[src/rtl/root_newton_iter.sv]
// root_newton_iter: iterative Newton-Raphson square root for the FPU mantissa path.
// Seeds x ~= 1/sqrt(d) from a 32-entry ROM, refines it ITER times on one shared
// multiplier (SQ -> MD -> UPD, 3 cycles per iteration), then computes sqrt(d) = d*x.
//
// Ports:
//   clock   : rising-edge clock
//   resetn  : synchronous active-low reset
//   start   : request, accepted only while idle
//   recip   : (FSQRT_RECIP_OUT_EN only) return 1/sqrt(d) instead of sqrt(d)
//   d       : radicand fraction 0.d, normalised 0.25 <= d < 1
//   busy    : operation in flight
//   done    : one-cycle pulse, q/inv valid
//   inv     : radicand was below 0.25 at accept
//   q       : result fraction bits, LSB is sticky; held until next done
//
// Optional feature macro: FSQRT_RECIP_OUT_EN (adds the recip input).
module root_newton_iter #(
  parameter int unsigned WIDTH = 24,
  parameter int unsigned ITER  = 3
) (
  input  logic             clock,
  input  logic             resetn,
  input  logic             start,
`ifdef FSQRT_RECIP_OUT_EN
  input  logic             recip,
`endif
  input  logic [WIDTH-1:0] d,
  output logic             busy,
  output logic             done,
  output logic             inv,
  output logic [WIDTH+7:0] q
);

  localparam int unsigned XW   = WIDTH + 2;      // u2.WIDTH
  localparam int unsigned PW   = 2 * WIDTH + 3;  // widest product actually needed
  localparam int unsigned IT_W = 4;
  localparam logic [IT_W-1:0] ITER_L = IT_W'(ITER);

  typedef enum logic [2:0] {IDLE, SQ, MD, UPD, FIN} state_t;

  state_t          state;
  logic [WIDTH-1:0] reg_d;
  logic [XW-1:0]    x;
  logic [XW-1:0]    t;
  logic [IT_W-1:0]  it;
`ifdef FSQRT_RECIP_OUT_EN
  logic             reg_recip;
`endif

  logic [7:0]    seed_c;
  logic [XW-1:0] mul_a_c;
  logic [XW-1:0] mul_b_c;
  logic [PW-1:0] prod_c;
  logic [XW-1:0] three_minus_t_c;

  // Seed ROM: fraction bits of x0 = 1.seed, indexed by the top five radicand bits
  always_comb begin
    seed_c = 8'hff;
    case (d[WIDTH-1 -: 5])
      5'h08: seed_c = 8'hf0;  5'h09: seed_c = 8'hd5;
      5'h0a: seed_c = 8'hbe;  5'h0b: seed_c = 8'hab;
      5'h0c: seed_c = 8'h99;  5'h0d: seed_c = 8'h8a;
      5'h0e: seed_c = 8'h7c;  5'h0f: seed_c = 8'h6f;
      5'h10: seed_c = 8'h64;  5'h11: seed_c = 8'h5a;
      5'h12: seed_c = 8'h50;  5'h13: seed_c = 8'h47;
      5'h14: seed_c = 8'h3f;  5'h15: seed_c = 8'h38;
      5'h16: seed_c = 8'h31;  5'h17: seed_c = 8'h2a;
      5'h18: seed_c = 8'h24;  5'h19: seed_c = 8'h1e;
      5'h1a: seed_c = 8'h19;  5'h1b: seed_c = 8'h14;
      5'h1c: seed_c = 8'h0f;  5'h1d: seed_c = 8'h0a;
      5'h1e: seed_c = 8'h06;  5'h1f: seed_c = 8'h02;
      default: seed_c = 8'hff;
    endcase
  end

  assign three_minus_t_c = {2'b11, WIDTH'(0)} - t;

  // Shared multiplier operand select
  always_comb begin
    mul_a_c = '0;
    mul_b_c = '0;
    case (state)
      SQ:  begin mul_a_c = x;          mul_b_c = x;               end
      MD:  begin mul_a_c = XW'(reg_d); mul_b_c = t;               end
      UPD: begin mul_a_c = x;          mul_b_c = three_minus_t_c; end
      FIN: begin mul_a_c = XW'(reg_d); mul_b_c = x;               end
      default: ;
    endcase
  end

  // Top product bit (value >= 8) can never be set, so PW drops it
  assign prod_c = PW'(mul_a_c) * PW'(mul_b_c);

  // Sequencer and datapath registers
  always_ff @(posedge clock) begin
    if (!resetn) begin
      state <= IDLE;
      reg_d <= '0;
      x     <= '0;
      t     <= '0;
      it    <= '0;
      busy  <= 1'b0;
      done  <= 1'b0;
      inv   <= 1'b0;
      q     <= '0;
`ifdef FSQRT_RECIP_OUT_EN
      reg_recip <= 1'b0;
`endif
    end else begin
      done <= 1'b0;
      case (state)
        IDLE: begin
          if (start) begin
            if (d[WIDTH-1:WIDTH-2] == 2'b00) begin
              // Radicand below 0.25: flag it and answer immediately
              done <= 1'b1;
              inv  <= 1'b1;
              q    <= '0;
            end else begin
              reg_d <= d;
              x     <= XW'({2'b01, seed_c}) << (WIDTH - 8);
              it    <= IT_W'(1);
              busy  <= 1'b1;
              state <= SQ;
`ifdef FSQRT_RECIP_OUT_EN
              reg_recip <= recip;
`endif
            end
          end
        end
        SQ: begin
          t     <= prod_c[2*WIDTH+1:WIDTH];
          state <= MD;
        end
        MD: begin
          t     <= prod_c[2*WIDTH+1:WIDTH];
          state <= UPD;
        end
        UPD: begin
          // x <= x*(3-t)/2; halving folded into the slice position
          x  <= prod_c[2*WIDTH+2:WIDTH+1];
          it <= it + IT_W'(1);
          if (it < ITER_L) begin
            state <= SQ;
          end else begin
`ifdef FSQRT_RECIP_OUT_EN
            if (reg_recip) begin
              q     <= {prod_c[2*WIDTH+2:WIDTH+1], 6'b0};
              done  <= 1'b1;
              busy  <= 1'b0;
              inv   <= 1'b0;
              state <= IDLE;
            end else begin
              state <= FIN;
            end
`else
            state <= FIN;
`endif
          end
        end
        FIN: begin
          q     <= {prod_c[2*WIDTH-1 -: WIDTH+7], |prod_c[WIDTH-8:0]};
          done  <= 1'b1;
          busy  <= 1'b0;
          inv   <= 1'b0;
          state <= IDLE;
        end
        default: state <= IDLE;
      endcase
    end
  end

endmodule
[config.mk]
export PLATFORM = sky130hd
export DESIGN_NAME = root_newton_iter
export DESIGN_NICKNAME = d
export VERILOG_FILES = /design/src/rtl/root_newton_iter.sv
export SDC_FILE = /design/constraint.sdc
export NUM_CORES = 2
export LEC_CHECK = 0
export BUFFER_PORTS_ARGS = -buffer_cell sky130_fd_sc_hd__buf_2
export CORE_MARGIN = 4
export CORE_UTILIZATION = 67
export CTS_CLUSTER_DIAMETER = 60
export CTS_CLUSTER_SIZE = 12
export DETAILED_ROUTE_END_ITERATION = 10
export PLACE_DENSITY = 0.83
export SLEW_MARGIN = 20
export SYNTH_ARGS = -nofsm -noshare
export SYNTH_HDL_FRONTEND = slang
export SYNTH_SLANG_ARGS = --single-unit
export TNS_END_PERCENT = 50
[constraint.sdc]
create_clock -name clock -period 8.76 [get_ports clock]
set_input_delay 1.752 -clock clock [delete_from_list [all_inputs] [get_ports clock]]
set_output_delay 1.752 -clock clock [all_outputs]
set_load 0.005 [all_outputs]
==> results by group <==
Power
  • Sequential share of power: 33.2%
  • P_sw: 582 µW
  • Net switching fraction of the power: 33.0%
  • Static leakage: 14.4 nW
  • Clock power share: 45.0%
  • PwrDens: 59.4 nW/µm²
  • Peak VDD IR: 153 µV
  • Cell Int Power: 1.18 mW
  • Combinational share of power: 21.9%

Place
  • HPWL Detailed: 71300 µm
  • Port Buffers: 61
  • Cells after DPL: 3786
  • Global placement routability congestion: 1.01

Routing
  • DR WL/cell: 23.3 µm
  • DR vias: 23691
  • DR iter-0 viols: 2344
  • Vias per cell: 6.20
  • Drt first pass iters: 8
  • Final WL: 89100 µm
  • Drc violations: 0
  • ANT nets after route: 0

Worst hold path
  • Hold crit path type: flip-flop to flip-flop

Synthesis
  • Main flop type after synthesis: dfxtp_1
  • Syn Nets: 4035
  • Sequential area share after synthesis: 8.65%
  • Cell count after synthesis: 3238
  • Ys async rst share: 0%
  • Library cells used by synthesis: 71
  • Cell area after synthesis: 27300 µm²
  • Synth warn: 0
  • Mean Syn Cell Area: 8.43 µm²
  • Post-synth EDFFs: 0
  • FF+latch count, synth: 118

Job
  • Max cap viols: 0

STA
  • Minimum clock period after layout: 8530 ps
  • Fin crit share: 97.4%
  • Clock Skew: 9.67 ps
  • Peak Freq: 117 MHz
  • Rel. slew slack: 28.0%
  • Setup violators final: 0
  • Slew Viols, Final: 0
  • Final hold slack: 468 ps
  • Worst Tran Pin Value: 1080 ps
  • Final Hold Fails: 0

Critical path
  • CP Capture Type: flip-flop
  • CP max stage delay: 580 ps
  • Critical path class: flip-flop to flip-flop
  • Slowest cell on the critical path: or4_4
  • WP data arrival: 8890 ps
  • Worst EP required: 9120 ps
  • Worst Path Max Fanout: 26
  • Crit start category: flip-flop
  • Most used cell, CP: fa_1

Finish
  • Fin util: 74.3%
  • Finished Layout Cells: 3823
  • Most frequent cells in the layout: inv_1 (612), nand2_1 (579), fa_1 (573)
  • Fraction of layout cells with a size suffix above 1: 9.37%
  • Area Overhead vs Synth: 8.96%
  • Leading cell type in the layout, fill and taps excluded: inv_1
  • Fill count: 2983
  • Layout Nets: 4081

Global route
  • Vias in the first global route: 25243
  • Pin count of the biggest net entering global routing: 64
  • Total track usage: 41.3%
  • Initial antenna violation count: 0
  • First-pass GRT wire length: 140000 µm
  • GRT overflow: 0

Floorplan
  • Starting Density: 68.2%
  • Core region area: 40000 µm²
  • Die width: 210 µm
  • Row count: 73
  • Die H: 210 µm
  • Die area: 44000 µm²
  • I/O pin count: 62

Clock network
  • CTS Buffer Depth: 2
  • Clk sinks: 118
  • CTS H-tree lvls: 4
  • Root buf cell: clkbuf_16
  • Num CTS Buffers: 17
  • Worst-skew pair later-pin latency: 420 ps
  • CTS tree: yes
  • Worst-path clk slew: 60 ps

Run status
  • Outcome: completed
[sequential cells by signal, summed over array words and instances (netlist names)]
name and flops:
it 4, busy 1, t 26, x 26
reg_d 24, q 32, inv 1, state 3
done 1
[kinds of logic (layout without fill, tap and decap cells)]
family | count (synthesis) | after routing | synth area share [%]
AOI/OAI and AO/OA | 442 | 442 | 10.9
xor gates and xnor gates | 72 | 72 | 2.34
adders and majority gates | 770 | 770 | 51.0
buffers and inverters | 793 | 852 | 11.1
DFF | 118 | 118 | 8.65
muxes | 10 | 10 | 0.417
other | 0 | 1 | 0
and+or+nand+nor | 1033 | 1033 | 15.5
[repair_timing]
action | CTS | global route
endpoints found under the setup margin | 2 | 50
setup buffers | 0 | 3
pin swaps | 0 | 4
hold buffers | 0 | 0
gates resized for setup | 1 | 40
[metal layers]
layer	vias to the layer above	GRT usage, %	routed length (µm)
li1	10066	-	-
met1	11752	51.5	30700
met2	1471	65.4	41000
met3	402	10.2	10300
met4	0	24.8	7110
met5	-	0	0
[power by group through the flow]
stage / Combinational, mW / Sequential, mW / Clock, mW
3_5_place_dp: 0.365 / 0.595 / 0
5_1_grt: 0.408 / 0.585 / 0.814
3_3_place_gp: 0.359 / 0.594 / 0
2_1_floorplan: 0.218 / 0.579 / 0
4_1_cts: 0.368 / 0.583 / 0.788
6_report: 0.387 / 0.586 / 0.794
[final cells by class]
| class | instances | area [µm²] | area share [%] |
|---|---|---|---|
| Tap cell | 525 | 657 | 2.21 |
| Inverter | 614 | 2300 | 7.75 |
| Clock buffer | 18 | 439 | 1.48 |
| Clock inverter | 14 | 223 | 0.749 |
| Sequential cell | 118 | 2360 | 7.95 |
| Multi-Input combinational cell | 2327 | 22200 | 74.5 |
| Timing Repair Buffer | 206 | 1600 | 5.38 |
| Antenna cell | 1 | 2.50 | 0.00841 |
[cell usage after synthesis (7+ instances only)]
library cell / number / share of area (%)
inv_1: 612 / 8.4
nand2_1: 579 / 8.0
fa_1: 573 / 42
nor2_1: 305 / 4.2
ha_1: 197 / 9.0
clkbuf_1: 151 / 2.1
dfxtp_1: 118 / 8.7
a21oi_1: 109 / 2.0
o21ai_0: 59 / 1.1
a22oi_1: 58 / 1.6
a22o_1: 49 / 1.6
xnor2_1: 47 / 1.5
and2_1: 33 / 0.76
a21o_1: 25 / 0.69
xor2_1: 24 / 0.77
nand3_1: 23 / 0.42
o21ai_1: 22 / 0.40
nand4_1: 20 / 0.46
nand2b_1: 18 / 0.41
o21a_1: 17 / 0.47
o31ai_1: 16 / 0.44
buf_1: 15 / 0.21
nor3_1: 11 / 0.20
a31oi_1: 10 / 0.23
a221oi_1: 9 / 0.29
nor2b_1: 9 / 0.21
mux2i_1: 8 / 0.29
o211ai_1: 8 / 0.22
o21bai_1: 8 / 0.22
nor4_1: 7 / 0.16
or3_1: 7 / 0.16
[worst paths after layout]
kind / from / end / slack [ps] / cells past startpoint
setup / recovery: t[7] / q[31] / 230 / 32
hold / removal: inv / inv / 470 / 2
setup reg to reg: t[7] / q[31] / 230 / 32
hold reg to reg: inv / inv / 470 / 2
[worst max-delay path, delay by kind of cell (launching register included)]
| kind | cells | cell delay [ps] |
|---|---|---|
| compound gates | 8 | 1660 |
| xor+xnor | 2 | 500 |
| fa+ha+maj | 8 | 3790 |
| flops | 1 | 380 |
| buf+inv | 7 | 610 |
| simple gates | 7 | 1520 |
[through the flow]
step	setup WS (ps)	total power, mW	TNS [ps]	instance area, µm²
detailed placement	-11.6	0.960	-11.6	28900
global placement	-81.7	0.953	-237	28900
CTS	15.9	1.74	0	29600
finish	231	1.77	0	29700
global route	-34.3	1.81	-102	29700
floorplan	716	0.798	0	27300
Power figures use the tool's default switching activity.
